**src/rtl/ctrl_cmd_master_if.sv**
```systemverilog
// if_axi_light: AXI-lite channel bundle with master and slave views
interface if_axi_light #(
  parameter int AXI_ADDR_WIDTH = 32,
  parameter int AXI_DATA_WIDTH = 32
);
  logic [AXI_ADDR_WIDTH-1:0]   awaddr;
  logic [2:0]                  awprot;
  logic                        awvalid;
  logic                        awready;
  logic [AXI_DATA_WIDTH-1:0]   wdata;
  logic [AXI_DATA_WIDTH/8-1:0] wstrb;
  logic                        wvalid;
  logic                        wready;
  logic [1:0]                  bresp;
  logic                        bvalid;
  logic                        bready;
  logic [AXI_ADDR_WIDTH-1:0]   araddr;
  logic [2:0]                  arprot;
  logic                        arvalid;
  logic                        arready;
  logic [AXI_DATA_WIDTH-1:0]   rdata;
  logic [1:0]                  rresp;
  logic                        rvalid;
  logic                        rready;
  modport master (
    output awaddr, awprot, awvalid, wdata, wstrb, wvalid, bready, araddr, arprot, arvalid, rready,
    input  awready, wready, bresp, bvalid, arready, rdata, rresp, rvalid
  );
  modport slave (
    input  awaddr, awprot, awvalid, wdata, wstrb, wvalid, bready, araddr, arprot, arvalid, rready,
    output awready, wready, bresp, bvalid, arready, rdata, rresp, rvalid
  );
endinterface

```
**src/rtl/ctrl_cmd_master.sv**
```systemverilog
// ctrl_cmd_master: turns single-beat node commands into one-at-a-time AXI-lite accesses to the control slave
`ifndef NUM_NODES_PROCESSING_WIDTH
`define NUM_NODES_PROCESSING_WIDTH 4
`endif
module ctrl_cmd_master #(
  parameter int                        AXI_ADDR_WIDTH = 32,
  parameter logic [AXI_ADDR_WIDTH-1:0] CTRL_BASE      = 32'h8000_0000,
  parameter int                        NODE_W         = `NUM_NODES_PROCESSING_WIDTH,
  parameter int                        NODE_LSB       = 2,
  parameter int                        TIMEOUT        = 1024
) (
  input  logic              clk,
  input  logic              res_n,
  input  logic              cmd_valid,
  output logic              cmd_ready,
  input  logic [2:0]        cmd_op,
  input  logic [NODE_W-1:0] cmd_node,
  input  logic [31:0]       cmd_wdata,
  output logic              rsp_valid,
  input  logic              rsp_ready,
  output logic [31:0]       rsp_rdata,
  output logic [1:0]        rsp_resp,
  output logic              busy,
  output logic              timeout_flag,
  if_axi_light.master       m_axi
);
  localparam int TW = $clog2(TIMEOUT + 1);
  typedef enum logic [2:0] {IDLE, WR_ADDR_DATA, WR_RESP, RD_ADDR, RD_DATA, RSP} state_t;
  state_t st, nxt;
  logic [AXI_ADDR_WIDTH-1:0] addr_q, addr_d;
  logic [31:0] wdata_q;
  logic [4:0] opbit;
  logic [TW-1:0] timer;
  logic aw_done, w_done, aw_ok, w_ok, accept, is_wr, waiting;
  assign cmd_ready = st == IDLE;
  assign rsp_valid = st == RSP;
  assign busy = st != IDLE;
  assign accept = cmd_valid & cmd_ready;
  assign is_wr = cmd_op == 3'd0 || cmd_op == 3'd6 || cmd_op == 3'd7;
  assign waiting = st inside {WR_ADDR_DATA, WR_RESP, RD_ADDR, RD_DATA};
  assign aw_ok = aw_done | m_axi.awready;
  assign w_ok = w_done | m_axi.wready;
  assign opbit = cmd_op <= 3'd1 ? 5'd7 : cmd_op == 3'd2 ? 5'd8 : cmd_op == 3'd3 ? 5'd9 :
                 cmd_op == 3'd4 ? 5'd10 : cmd_op == 3'd5 ? 5'd15 : cmd_op == 3'd6 ? 5'd18 : 5'd19;
  assign addr_d = CTRL_BASE | (AXI_ADDR_WIDTH'(1) << (AXI_ADDR_WIDTH - 1)) |
                  (AXI_ADDR_WIDTH'(cmd_node) << NODE_LSB) | (AXI_ADDR_WIDTH'(1) << opbit);
  assign m_axi.awaddr = addr_q;
  assign m_axi.araddr = addr_q;
  assign m_axi.awprot = 3'b000;
  assign m_axi.arprot = 3'b000;
  assign m_axi.wdata = wdata_q;
  assign m_axi.wstrb = '1;
  assign m_axi.awvalid = st == WR_ADDR_DATA && !aw_done;
  assign m_axi.wvalid = st == WR_ADDR_DATA && !w_done;
  assign m_axi.bready = st == WR_RESP;
  assign m_axi.arvalid = st == RD_ADDR;
  assign m_axi.rready = st == RD_DATA;
  // Next state: each phase advances only on its own handshake, so a stalled slave just holds the state
  always_comb begin
    nxt = st;
    case (st)
      IDLE:         if (cmd_valid) nxt = is_wr ? WR_ADDR_DATA : RD_ADDR;
      WR_ADDR_DATA: if (aw_ok && w_ok) nxt = WR_RESP;
      WR_RESP:      if (m_axi.bvalid) nxt = RSP;
      RD_ADDR:      if (m_axi.arready) nxt = RD_DATA;
      RD_DATA:      if (m_axi.rvalid) nxt = RSP;
      RSP:          if (rsp_ready) nxt = IDLE;
      default:      nxt = IDLE;
    endcase
  end
  // State, latched command, response capture and the per-phase watchdog
  always_ff @(posedge clk or negedge res_n) begin
    if (!res_n) begin
      st <= IDLE;
      addr_q <= '0;
      wdata_q <= '0;
      aw_done <= 1'b0;
      w_done <= 1'b0;
      rsp_rdata <= '0;
      rsp_resp <= '0;
      timer <= '0;
      timeout_flag <= 1'b0;
    end else begin
      st <= nxt;
      if (accept) begin
        addr_q <= addr_d;
        wdata_q <= cmd_op == 3'd0 ? cmd_wdata : {24'b0, cmd_wdata[7:0]};
        aw_done <= 1'b0;
        w_done <= 1'b0;
      end
      if (st == WR_ADDR_DATA) begin
        aw_done <= aw_ok;
        w_done <= w_ok;
      end
      if (st == WR_RESP && m_axi.bvalid) begin
        rsp_rdata <= '0;
        rsp_resp <= m_axi.bresp;
      end
      if (st == RD_DATA && m_axi.rvalid) begin
        rsp_rdata <= m_axi.rdata;
        rsp_resp <= m_axi.rresp;
      end
      timer <= nxt != st ? '0 : waiting && timer != TW'(TIMEOUT) ? timer + 1'b1 : timer;
      if (waiting && nxt == st && timer == TW'(TIMEOUT - 1)) timeout_flag <= 1'b1;
    end
  end
endmodule

```
**src/flat_wrapper.sv**
```systemverilog
// flat-port wrapper written by rule: the top's interface ports become plain ports
module ctrl_cmd_master_flat 
#(
  parameter int                        AXI_ADDR_WIDTH = 32,
  parameter logic [AXI_ADDR_WIDTH-1:0] CTRL_BASE      = 32'h8000_0000,
  parameter int                        NODE_W         = `NUM_NODES_PROCESSING_WIDTH,
  parameter int                        NODE_LSB       = 2,
  parameter int                        TIMEOUT        = 1024
)
  (clk, res_n, cmd_valid, cmd_ready, cmd_op, cmd_node, cmd_wdata, rsp_valid, rsp_ready, rsp_rdata, rsp_resp, busy, timeout_flag, m_axi_awaddr, m_axi_awprot, m_axi_awvalid, m_axi_wdata, m_axi_wstrb, m_axi_wvalid, m_axi_bready, m_axi_araddr, m_axi_arprot, m_axi_arvalid, m_axi_rready, m_axi_awready, m_axi_wready, m_axi_bresp, m_axi_bvalid, m_axi_arready, m_axi_rdata, m_axi_rresp, m_axi_rvalid);
  if_axi_light #(.AXI_ADDR_WIDTH(AXI_ADDR_WIDTH)) m_axi_i ();
  input  logic clk;
  input  logic res_n;
  input  logic cmd_valid;
  output logic cmd_ready;
  input  logic [2:0] cmd_op;
  input  logic [NODE_W-1:0] cmd_node;
  input  logic [31:0] cmd_wdata;
  output logic rsp_valid;
  input  logic rsp_ready;
  output logic [31:0] rsp_rdata;
  output logic [1:0] rsp_resp;
  output logic busy;
  output logic timeout_flag;
  output wire logic [$bits(m_axi_i.awaddr)-1:0] m_axi_awaddr;
  output wire logic [$bits(m_axi_i.awprot)-1:0] m_axi_awprot;
  output wire logic [$bits(m_axi_i.awvalid)-1:0] m_axi_awvalid;
  output wire logic [$bits(m_axi_i.wdata)-1:0] m_axi_wdata;
  output wire logic [$bits(m_axi_i.wstrb)-1:0] m_axi_wstrb;
  output wire logic [$bits(m_axi_i.wvalid)-1:0] m_axi_wvalid;
  output wire logic [$bits(m_axi_i.bready)-1:0] m_axi_bready;
  output wire logic [$bits(m_axi_i.araddr)-1:0] m_axi_araddr;
  output wire logic [$bits(m_axi_i.arprot)-1:0] m_axi_arprot;
  output wire logic [$bits(m_axi_i.arvalid)-1:0] m_axi_arvalid;
  output wire logic [$bits(m_axi_i.rready)-1:0] m_axi_rready;
  input wire logic [$bits(m_axi_i.awready)-1:0] m_axi_awready;
  input wire logic [$bits(m_axi_i.wready)-1:0] m_axi_wready;
  input wire logic [$bits(m_axi_i.bresp)-1:0] m_axi_bresp;
  input wire logic [$bits(m_axi_i.bvalid)-1:0] m_axi_bvalid;
  input wire logic [$bits(m_axi_i.arready)-1:0] m_axi_arready;
  input wire logic [$bits(m_axi_i.rdata)-1:0] m_axi_rdata;
  input wire logic [$bits(m_axi_i.rresp)-1:0] m_axi_rresp;
  input wire logic [$bits(m_axi_i.rvalid)-1:0] m_axi_rvalid;
  assign m_axi_awaddr = m_axi_i.awaddr;
  assign m_axi_awprot = m_axi_i.awprot;
  assign m_axi_awvalid = m_axi_i.awvalid;
  assign m_axi_wdata = m_axi_i.wdata;
  assign m_axi_wstrb = m_axi_i.wstrb;
  assign m_axi_wvalid = m_axi_i.wvalid;
  assign m_axi_bready = m_axi_i.bready;
  assign m_axi_araddr = m_axi_i.araddr;
  assign m_axi_arprot = m_axi_i.arprot;
  assign m_axi_arvalid = m_axi_i.arvalid;
  assign m_axi_rready = m_axi_i.rready;
  assign m_axi_i.awready = m_axi_awready;
  assign m_axi_i.wready = m_axi_wready;
  assign m_axi_i.bresp = m_axi_bresp;
  assign m_axi_i.bvalid = m_axi_bvalid;
  assign m_axi_i.arready = m_axi_arready;
  assign m_axi_i.rdata = m_axi_rdata;
  assign m_axi_i.rresp = m_axi_rresp;
  assign m_axi_i.rvalid = m_axi_rvalid;
  ctrl_cmd_master #(.AXI_ADDR_WIDTH(AXI_ADDR_WIDTH), .CTRL_BASE(CTRL_BASE), .NODE_W(NODE_W), .NODE_LSB(NODE_LSB), .TIMEOUT(TIMEOUT)) u_core (.clk(clk), .res_n(res_n), .cmd_valid(cmd_valid), .cmd_ready(cmd_ready), .cmd_op(cmd_op), .cmd_node(cmd_node), .cmd_wdata(cmd_wdata), .rsp_valid(rsp_valid), .rsp_ready(rsp_ready), .rsp_rdata(rsp_rdata), .rsp_resp(rsp_resp), .busy(busy), .timeout_flag(timeout_flag), .m_axi(m_axi_i));
endmodule
```
**config.mk**
```make
export PLATFORM = sky130hd
export DESIGN_NAME = ctrl_cmd_master_flat
export DESIGN_NICKNAME = d
export VERILOG_FILES = /design/src/rtl/ctrl_cmd_master_if.sv /design/src/rtl/ctrl_cmd_master.sv /design/src/flat_wrapper.sv
export SDC_FILE = /design/constraint.sdc
export NUM_CORES = 1
export LEC_CHECK = 0
export BUFFER_PORTS_ARGS = -buffer_cell sky130_fd_sc_hd__buf_2
export CAP_MARGIN = 20
export CORE_AREA = 10 10 115 117
export CTS_CLUSTER_SIZE = 16
export DETAILED_ROUTE_END_ITERATION = 7
export DIE_AREA = 0 0 125 127
export PLACE_DENSITY = 0.79
export REMOVE_ABC_BUFFERS = 1
export SYNTH_ARGS = -nofsm -noshare
export SYNTH_HDL_FRONTEND = slang
export SYNTH_SLANG_ARGS = --single-unit
```
**constraint.sdc**
```tcl
create_clock -name clk -period 2.1 [get_ports clk]
set_clock_uncertainty 0.15 [all_clocks]
set_input_delay 0.105 -clock clk [delete_from_list [all_inputs] [get_ports clk]]
set_output_delay 0.105 -clock clk [all_outputs]
set_load 0.1 [all_outputs]
```
# Word level (Yosys, flattened, before mapping)
# Index checks and enable logic that the tools add are counted.
[totals] reg_bits=115 inputBits=84 output_inout_bits=149 wordCells=74
[classes] add_sub_neg=1 n_lt_le_gt_ge=1 n_eq_ne=15 n_shift=1 n_mux=24 n_bitwise=4 n_reduce_logical=19
[ops] cell="$mux 32" count=3
[ops] cell="$or 32x32->32" count=1
[ops] cell="$shl 1x5->32 const A" count=1
[ops] cell="$mux 5" count=5
[ops] cell="$mux 11" count=2
[ops] cell="$eq 3x3->1 const B" count=6
[ops] cell="$mux 3" count=6
[ops] cell="$pmux 3 s6" count=1
[ops] cell="$eq 3x2->1 const B" count=4
[ops] cell="$add 11x1->11 const B" count=1
[ops] cell="$eq 11x10->1 const B" count=1
[ops] cell="$ne 11x11->1 const B" count=1
[ops] cell="$logic_and 1x1->1" count=8
[ops] cell="$logic_not 3->1" count=2
[ops] cell="$mux 2" count=3
[ops] cell="$reduce_bool 2->1" count=3
[ops] cell="$mux 1" count=4
[ops] cell="$reduce_bool 4->1" count=1
[ops] cell="$eq 3x1->1 const B" count=1
[ops] cell="$eq 3x3->1" count=1
[ops] cell="$le 3x1->1 const B" count=1
[ops] cell="$ne 3x3->1" count=1
[ops] cell="$reduce_bool 3->1" count=1
[ops] cell="$logic_not 1->1" count=2
[ops] cell="3 further kinds" count=5

# Logic depth before layout (Yosys ltp)
# Gate-level depths: netlist (run 1).
[depth] ltp_word=9 depth_mapped=7 mapped_depth_nobuf=6

# Least setup slack after synthesis (run 1)
# No wires, ideal clock.
[synth_timing] kind="reg2out" startpoint="register u_core.st[0]" endpoint="output m_axi_awvalid" arrival_ps=2123 t_required_ps=1845 path_slack_ps=-278 path_stages_with_launch=6 n_path_buf=2 path_cell_list="dfrtp_1 buf_6 buf_4 nor2b_1 nand2b_1 nor2_1"
[synth_between] elab_chain_cells=2
[synth_lines] item="start, declared" line_no="ctrl_cmd_master.sv:29" text="state_t st, nxt;"
[synth_lines] item="start signal, assigned" line_no="ctrl_cmd_master.sv:84" text="st <= nxt;"
[synth_lines] item="$eq 3x1->1" line_no="ctrl_cmd_master.sv:53" text="assign m_axi.awvalid = st == WR_ADDR_DATA && !aw_done;"
[synth_lines] item="$logic_and 1x1->1" line_no="ctrl_cmd_master.sv:53"
[synth_lines] item="end, declared" line_no="flat_wrapper.sv:27" text="output wire logic [$bits(m_axi_i.awvalid)-1:0] m_axi_awvalid;"
# Every way passes these cells.

# Worst setup path in the final report (run 1)
[layout_timing] startpoint="register u_core.st[1]" endpoint="output busy"
[layout_between] elab_chain_cells=1
[layout_lines] item="$reduce_bool 3->1" line_no="ctrl_cmd_master.sv:37" text="assign busy = st != IDLE;"
[layout_lines] item="end, declared" line_no="flat_wrapper.sv:23" text="output logic busy;"
# Every way passes these cells.

==> qor.txt, run 1 <==
clk slew on worst S/H paths - 50 ps
most frequent cells in the layout - buf_2 (216), dfrtp_1 (115), dlygate4sd3_1 (82)
CTS tree - built
I/O Pins - 233
# rows - 39
Final min period - 2050 ps
first-pass GRT wire length - 25300 µm
Starting Density - 45.1%
clk_lat worst skew - 410 ps
layout cell share with drive strength beyond 1 - 41.1%
status - finished clean
drt via density - 4.98
total gr overflow - 0
most common cell after layout, fill and taps aside - buf_2
post-place setup slack - 49.4 ps
met2 Use GR - 32.4%
Post-DRT Antenna Nets - 0
GRT Max-Usage Layer - met2
Wirelength per Cell - 18.6 µm
die area - 15900 µm²
worst slew pin tran - 911 ps
Mean Syn Cell Area - 11.6 µm²
crit start category - flip-flop
Yosys Warn Count - 0
vias in the first global route - 4718
GRT Util Overall - 19.7%
Post-Syn Area - 5010 µm²
dpl cells - 750
setup tns final - 0 ps
die height - 127 µm
I/O Buffers - 222
Die Width - 125 µm
CP endpoint kind - primary output
Non-Filler Instances - 872
Detailed Routing Iterations Pass 1 - 4
Fillers - 767
final worst setup slack - 49.8 ps
initial antenna violation count - 2
worst-path fanout max - 6
Critical Path AT - 1800 ps
Synth area leader - dfrtp_1
CTS HTree Levels - 4
fin. max-slew vios - 0
ys async rst share - 100%
EDFF count, synth - 0
Hold Fails Final Rpt - 0
Tcrit/Tclk final - 97.6%
DR iter-0 viols - 200
area grow syn2layout - 53.6%
Hold Slack - 91.0 ps
setup violators final - 0
Final HPWL DP - 10400 µm
total CTS buffers - 17
register area share after synthesis - 57.4%
met3 usage - 7.94%
M1 GR Usage - 21.8%
HP Class - input pin to flip-flop
via count - 4340
Netlist cell types - 53
#FFs+latches synth - 115
DR DRC count - 0
clock sink count - 115
CTS root buf - clkbuf_16
RD Place Congestion - 0.807
synthesized instance count - 431
Slew HR - 39.1%
fmax - 488 MHz
largest cells by area after synthesis - dfrtp_1 (57%), a22o_1 (9.8%), buf_4 (6.9%)
Max Cap Viol - 0
Synth top area share - 57.4%
final net count - 800
CP Class - flip-flop to primary output
largest net degree at the start of global routing - 51
DRT Wirelength - 16200 µm
total core area - 11100 µm²
clock tree buffer depth - 2
WP data required - 1850 ps
ys flop type - dfrtp_1
[layout make-up]
| type | instances | area [µm²] | area share, % |
|---|---|---|---|
| Sequential cell | 115 | 2880 | 37.4 |
| Antenna cell | 2 | 5.00 | 0.0650 |
| Timing Repair Buffer | 327 | 2270 | 29.5 |
| Clock inverter | 14 | 226 | 2.94 |
| Clock buffer | 18 | 439 | 5.70 |
| Tap cell | 143 | 179 | 2.32 |
| Inverter | 7 | 28.8 | 0.374 |
| Multi-Input combinational cell | 246 | 1680 | 21.8 |
[final timing paths]
| kind | start | endpoint | slack, ps | cells after the start |
|---|---|---|---|---|
| min in group asynchronous | res_n | u_core.m_axi.araddr[31] | 150 | 3 |
| setup reg to reg | u_core.st[0] | u_core.rsp_resp[1] | 60 | 6 |
| hold / removal | cmd_valid | u_core.st[0] | 90 | 5 |
| setup / recovery | u_core.st[1] | busy | 50 | 4 |
| max in group asynchronous | res_n | u_core.m_axi.wdata[20] | 370 | 3 |
| hold reg to reg | u_core.timeout_flag | u_core.timeout_flag | 320 | 1 |
[Yosys cell counts, types with 3 or more instances]
| cell type | n |
|---|---|
| a211oi_2 | 4 |
| a21oi_1 | 5 |
| a22o_1 | 56 |
| and2_1 | 3 |
| buf_2 | 7 |
| buf_4 | 46 |
| buf_6 | 5 |
| clkbuf_1 | 12 |
| dfrtp_1 | 115 |
| inv_1 | 6 |
| mux2i_1 | 4 |
| nand2_1 | 51 |
| nand4_1 | 4 |
| nor2_1 | 14 |
| nor2b_1 | 23 |
| nor3_2 | 7 |
| nor3b_1 | 3 |
| o21ai_0 | 13 |
| o31ai_1 | 3 |
| or3_1 | 4 |
| xnor2_1 | 3 |
| xor2_1 | 3 |
[critical path, stage by stage, from the launching register on]
cell	delay (ps)
dfrtp_1	390
buf_6	140
buf_4	130
or3_4	430
clkbuf_4	300
[repair_timing]
item | 4_1_cts | 5_1_grt
hold buffers | 83 | 0
buffers inserted | 0 | 4
resized for setup | 0 | 9
hold endpoints to repair | 197 | 0
pin swaps | 0 | 1
cloned | 0 | 1
setup endpoints to repair | 2 | 18
[kinds of logic after synthesis]
family / Yosys count / synth area share [%]
and+or+nand+nor: 130 / 14.5
muxes: 4 / 0.798
other: 2 / 0.150
xor gates and xnor gates: 6 / 1.05
buffers and inverters: 78 / 10.3
AOI/OAI and AO/OA: 94 / 15.4
adders and majority gates: 2 / 0.499
DFF: 115 / 57.4
[stage by stage]
stage / instance area (µm²) / utilization [%]
final: 7700 / 69.2
after CTS: 7610 / 68.4
after detailed placement: 6110 / 54.9
after global placement: 6080 / 54.7
after global routing: 7700 / 69.2
after floorplan: 4560 / -
[flip-flops by register name (all words and copies together) (netlist names)]
register / cells
u_core.aw_done: 1
u_core.m_axi.araddr: 32
u_core.m_axi.wdata: 32
u_core.rsp_rdata: 32
u_core.rsp_resp: 2
u_core.st: 3
u_core.timeout_flag: 1
u_core.timer: 11
u_core.w_done: 1
[metal layers]
| layer | vias to the layer above | part of all wire, % | routed length [µm] |
|---|---|---|---|
| met3 | 37 | 8.3 | 1340 |
| met4 | 0 | 2.9 | 463 |
| met1 | 2075 | 38 | 6100 |
| met5 | - | 0 | 0 |
| li1 | 2023 | - | - |
| met2 | 205 | 51 | 8300 |
Power of run 1 is not shown: default switching activity piles up to over one toggle a cycle in this logic, so the estimate is an artifact.
==> run 2: changes to the inputs <==
Settings changed: CORE_AREA 10 10 115 117 to 10 10 131 103, DIE_AREA 0 0 125 127 to 0 0 141 113.
==> run 2 against run 1 <==
Via count rose by 1.7%. Clock-buffer cell count rose by 1. Final area fell by 1.5%. Utilization rose by 0.91 points. Sequential share of layout area rose by 0.57 points. Global-route usage rose by 0.45 points. Worst setup slack improved by 12 ps.
==> qor.txt, run 2 (synthesized netlist as in run 1, its figures left out) <==
Die Width - 141 µm (was 125 µm)
Detailed Routing Iterations Pass 1 - 5 (was 4)
placed cell areas - 6070 µm² (was 6110 µm²)
Final min period - 2040 ps (was 2050 ps)
clk_lat worst skew - 410 ps (about the same)
fin. max-slew vios - 0 (unchanged)
post-place setup slack - -63.5 ps (was 49.4 ps)
cell area after layout - 7590 µm² (was 7700 µm²)
setup violators final - 0 (unchanged)
die height - 113 µm (was 127 µm)
CTS root buf - clkbuf_16 (unchanged)
DR DRC count - 0 (unchanged)
RD Place Congestion - 0.860 (was 0.807)
layout cell share with drive strength beyond 1 - 40.7% (was 41.1%)
worst slew pin tran - 724 ps (was 911 ps)
first-pass GRT wire length - 25900 µm (was 25300 µm)
Max Cap Viol - 0 (unchanged)
Slowest-stage cell, CP - dlygate4sd3_1 (was or3_4)
Slew HR - 51.7% (was 39.1%)
multi-input gate area in the final layout - 1670 µm² (was 1680 µm²)
RSZ-0062 raised after global routing - yes
largest net degree at the start of global routing - 116 (was 51)
Hold Fails Final Rpt - 0 (unchanged)
via count - 4415 (was 4340)
WP data required - 2290 ps (was 1850 ps)
R2R depth - 5 (was 6)
clk slew on worst S/H paths - 50 ps (about the same)
DRT Wirelength - 16400 µm (was 16200 µm)
die area - 15900 µm² (about the same)
clock sink count - 115 (unchanged)
Fillers - 738 (was 767)
Reg area - 2880 µm² (unchanged)
Tcrit/Tclk final - 97.1% (was 97.6%)
# rows - 33 (was 39)
status - finished clean (unchanged)
CP endpoint kind - flip-flop (was primary output)
DR iter-0 viols - 236 (was 200)
total core area - 10800 µm² (was 11100 µm²)
area grow syn2layout - 51.3% (was 53.6%)
most frequent cells in the layout - buf_2 (217), dfrtp_1 (115), dlygate4sd3_1 (82) (was buf_2 (216), dfrtp_1 (115), dlygate4sd3_1 (82))
HP Class - input pin to flip-flop (unchanged)
I/O Pins - 233 (unchanged)
CP Class - flip-flop to flip-flop (was flip-flop to primary output)
CTS HTree Levels - 4 (unchanged)
Final HPWL DP - 10400 µm (about the same)
Wirelength per Cell - 19.0 µm (was 18.6 µm)
worst-path fanout max - 25 (was 6)
CTS tree - built (unchanged)
total gr overflow - 0 (unchanged)
Critical Path AT - 2230 ps (was 1800 ps)
clock tree buffer depth - 2 (unchanged)
hold path cells - 4 (was 5)
total CTS buffers - 17 (unchanged)
GRT Util Overall - 20.1% (was 19.7%)
final worst setup slack - 61.5 ps (was 49.8 ps)
I/O Buffers - 222 (unchanged)
crit-path max cell delay - 580 ps (was 430 ps)
drt via density - 5.12 (was 4.98)
most common cell after layout, fill and taps aside - buf_2 (unchanged)
Post-DRT Antenna Nets - 0 (unchanged)
crit start category - flip-flop (unchanged)
final net count - 793 (was 800)
worst path cell trace - buf_4 -> nand3b_1 -> buf_12 -> o31ai_2 -> dlygate4sd3_1 (was buf_6 -> buf_4 -> or3_4 -> clkbuf_4)
initial antenna violation count - 3 (was 2)
Starting Density - 46.4% (was 45.1%)
fmax - 491 MHz (was 488 MHz)
vias in the first global route - 4842 (was 4718)
## run 2: layer usage
metal	GRT usage, %	part of all wire, %	vias up	routed length (µm)
met5	0	0	-	0
met4	9.62	2.4	0	389
met3	6.56	7.4	35	1210
met2	35.0	52	215	8560
met1	21.7	38	2164	6260
li1	-	-	2001	-
## run 2: cell type report
cell class / count / share of cell area (%)
flip-flops and latches: 115 / 37.9
repair buffers: 320 / 28.8
multi-input cells: 246 / 22.1
clock buffers: 19 / 5.84
clock inverters: 13 / 2.61
well taps: 140 / 2.31
inverters: 7 / 0.379
diodes: 3 / 0.0990
## run 2: through the flow
step	TNS (ps)	utilization, %	hold slack, ps	cells
floorplan	-48370	-	-341	368
global placement	0	56.1	78.9	744
detailed placement	-1200	56.1	92.0	744
CTS	0	69.7	72.4	858
global route	-13.7	70.1	123	863
finish	0	70.1	90.4	863
## run 2: worst paths after layout
path,start,end,slack [ps]
min in group asynchronous,res_n,u_core.m_axi.araddr[0],160
max reg2reg,u_core.st[2],u_core.m_axi.araddr[9],60
min,m_axi_bvalid,u_core.rsp_resp[0],90
max in group asynchronous,res_n,u_core.timer[0],1180
max,u_core.st[2],u_core.m_axi.araddr[9],60
min reg2reg,u_core.timeout_flag,u_core.timeout_flag,340
## run 2: repair_timing
item                                    CTS  global route
cloned                                    0             1
buffers inserted                          0             1
resized for setup                         3             3
hold buffers                             82             0
endpoints found under the setup margin   34            16
hold endpoints to repair                197             0
## run 2: critical path: cells and delay by family (launching register included)
family                 cells  cell delay [ps]
DFF                        1              390
and+or+nand+nor            1              240
AOI/OAI and AO/OA          1              220
buffers and inverters      3              970
Power of run 2 is left out for the same reason.
==> run 3: changes to the inputs <==
Settings changed: CORE_AREA 10 10 131 103 to 5 5 126 98, DIE_AREA 0 0 141 113 to 0 0 131 103, RECOVER_POWER set to 25.
==> run 3 against run 2 <==
First-iteration DRC count shrank 20%. Critical path depth grew 1. Via count shrank 2.8%. Utilization shrank 3.0 points. Worst hold slack lost 50 ps. Non-clock buffer count grew 1. Critical path type unchanged. Register-to-register slack gained 20 ps. Wire length shrank 11%. Die area shrank 15%.
==> qor.txt, run 3 (synthesized netlist as in run 1, its figures left out) <==
crit-path max cell delay - 580 ps (about the same)
final net count - 794 (was 793)
Max Cap Viol - 0 (unchanged)
drt via density - 4.96 (was 5.12)
via count - 4292 (was 4415)
CTS HTree Levels - 4 (unchanged)
total CTS buffers - 17 (unchanged)
CP Class - flip-flop to flip-flop (unchanged)
Post-DRT Antenna Nets - 0 (unchanged)
Hold Fails Final Rpt - 0 (unchanged)
total gr overflow - 0 (unchanged)
RSZ-0062 raised after global routing - no (was yes)
clock sink count - 115 (unchanged)
Critical Path AT - 2210 ps (was 2230 ps)
DR DRC count - 0 (unchanged)
post-place setup slack - -99.4 ps (was -63.5 ps)
Detailed Routing Iterations Pass 1 - 4 (was 5)
most common cell after layout, fill and taps aside - buf_2 (unchanged)
delay-heaviest family, CP - buffers and inverters (unchanged)
worst-path fanout max - 25 (unchanged)
first-pass GRT wire length - 22600 µm (was 25900 µm)
WP data required - 2290 ps (about the same)
Slowest-stage cell, CP - dlygate4sd3_1 (unchanged)
Hold Slack - 40.3 ps (was 90.4 ps)
layout cell share with drive strength beyond 1 - 41.3% (was 40.7%)
vias in the first global route - 4536 (was 4842)
dpl cells - 751 (was 744)
CP endpoint kind - flip-flop (unchanged)
clk slew on worst S/H paths - 50 ps (about the same)
total core area - 11100 µm² (was 10800 µm²)
DR iter-0 viols - 189 (was 236)
die height - 103 µm (was 113 µm)
Slew HR - 48.5% (was 51.7%)
I/O Pins - 233 (unchanged)
initial antenna violation count - 1 (was 3)
Final min period - 2020 ps (was 2040 ps)
RD Place Congestion - 0.896 (was 0.860)
I/O Buffers - 222 (unchanged)
worst path cell trace - nor2_1 -> buf_4 -> nand3b_1 -> buf_12 -> o31ai_1 -> dlygate4sd3_1 (was buf_4 -> nand3b_1 -> buf_12 -> o31ai_2 -> dlygate4sd3_1)
Wirelength per Cell - 17.0 µm (was 19.0 µm)
die area - 13500 µm² (was 15900 µm²)
Starting Density - 45.0% (was 46.4%)
final worst setup slack - 77.2 ps (was 61.5 ps)
GRT Util Overall - 21.7% (was 20.1%)
HP Class - input pin to flip-flop (unchanged)
# rows - 34 (was 33)
Non-Filler Instances - 865 (was 863)
crit start category - flip-flop (unchanged)
Fillers - 825 (was 738)
clk_lat worst skew - 410 ps (about the same)
CTS root buf - clkbuf_16 (unchanged)
clock tree buffer depth - 2 (unchanged)
status - finished clean (unchanged)
worst slew pin tran - 772 ps (was 724 ps)
largest net degree at the start of global routing - 54 (was 116)
fin. max-slew vios - 0 (unchanged)
DRT Wirelength - 14700 µm (was 16400 µm)
setup violators final - 0 (unchanged)
fmax - 494 MHz (was 491 MHz)
final design utilization - 67.1% (was 70.1%)
most frequent cells in the layout - buf_2 (217), dfrtp_1 (114), dlygate4sd3_1 (80) (was buf_2 (217), dfrtp_1 (115), dlygate4sd3_1 (82))
CTS tree - built (unchanged)
Final HPWL DP - 9110 µm (was 10400 µm)
Bufs and invs on worst path - 3 (unchanged)
Tcrit/Tclk final - 96.3% (was 97.1%)
area grow syn2layout - 49.2% (was 51.3%)
Die Width - 131 µm (was 141 µm)
==> run 3: changes by cell type in the layout (fill, tap and decap cells not counted), moves of 3 or more <==
cell        delta
buf_12         -3
bufinv_16      -3
clkbuf_2       +3
clkinv_4       -3
clkinvlp_4     +4
==> run 3: repair_timing <==
action                                 in CTS  in global routing
pin swaps                                   0                  1
gates cloned                                0                  1
endpoints found under the hold margin     196                  0
hold buffers                               80                  0
setup endpoints to repair                  37                  5
gates resized for setup                     3                  5
setup buffers                               0                  1
==> run 3: worst reg2reg max path: cells and delay by family (launching register included) <==
family          cells  cell delay (ps)
compound gates      1              180
buf+inv             3              910
flops               1              440
simple gates        2              280
==> run 3: metrics by stage <==
stage	area, µm²	TNS (ps)
6_report	7480	0
5_1_grt	7480	0
4_1_cts	7450	0
3_5_place_dp	6070	-2560
3_3_place_gp	6070	0
2_1_floorplan	4560	-48370
==> run 3: metal layers <==
metal | routed length (µm) | up-vias | part of all wire [%] | global-route usage (%)
li1 | - | 2007 | - | -
met1 | 5930 | 2063 | 40 | 26.1
met2 | 7430 | 186 | 51 | 37.1
met3 | 903 | 36 | 6.1 | 5.23
met4 | 433 | 0 | 2.9 | 10.0
met5 | 0 | - | 0 | 0
==> run 3: cell type report <==
cell class	instances	area (µm²)	share of cell area (%)
inverters	7	28.8	0.385
multi-input cells	246	1680	22.5
diodes	1	2.50	0.0334
clock buffers	20	467	6.24
clock inverters	11	104	1.39
flip-flops and latches	115	2880	38.5
repair buffers	321	2140	28.6
well taps	144	180	2.41
==> run 3: worst paths after layout <==
kind                       cells past startpoint                   from                       to  slack [ps]
setup / recovery                               6           u_core.st[1]  u_core.m_axi.araddr[18]          80
hold / removal                                 3          m_axi_arready             u_core.st[2]          40
setup reg to reg                               6           u_core.st[1]  u_core.m_axi.araddr[18]          80
hold reg to reg                                2  u_core.m_axi.wdata[1]    u_core.m_axi.wdata[1]         330
max in group asynchronous                      3                  res_n     u_core.rsp_rdata[30]         410
min in group asynchronous                      2                  res_n  u_core.m_axi.araddr[24]         150
Power of run 3 is left out for the same reason.
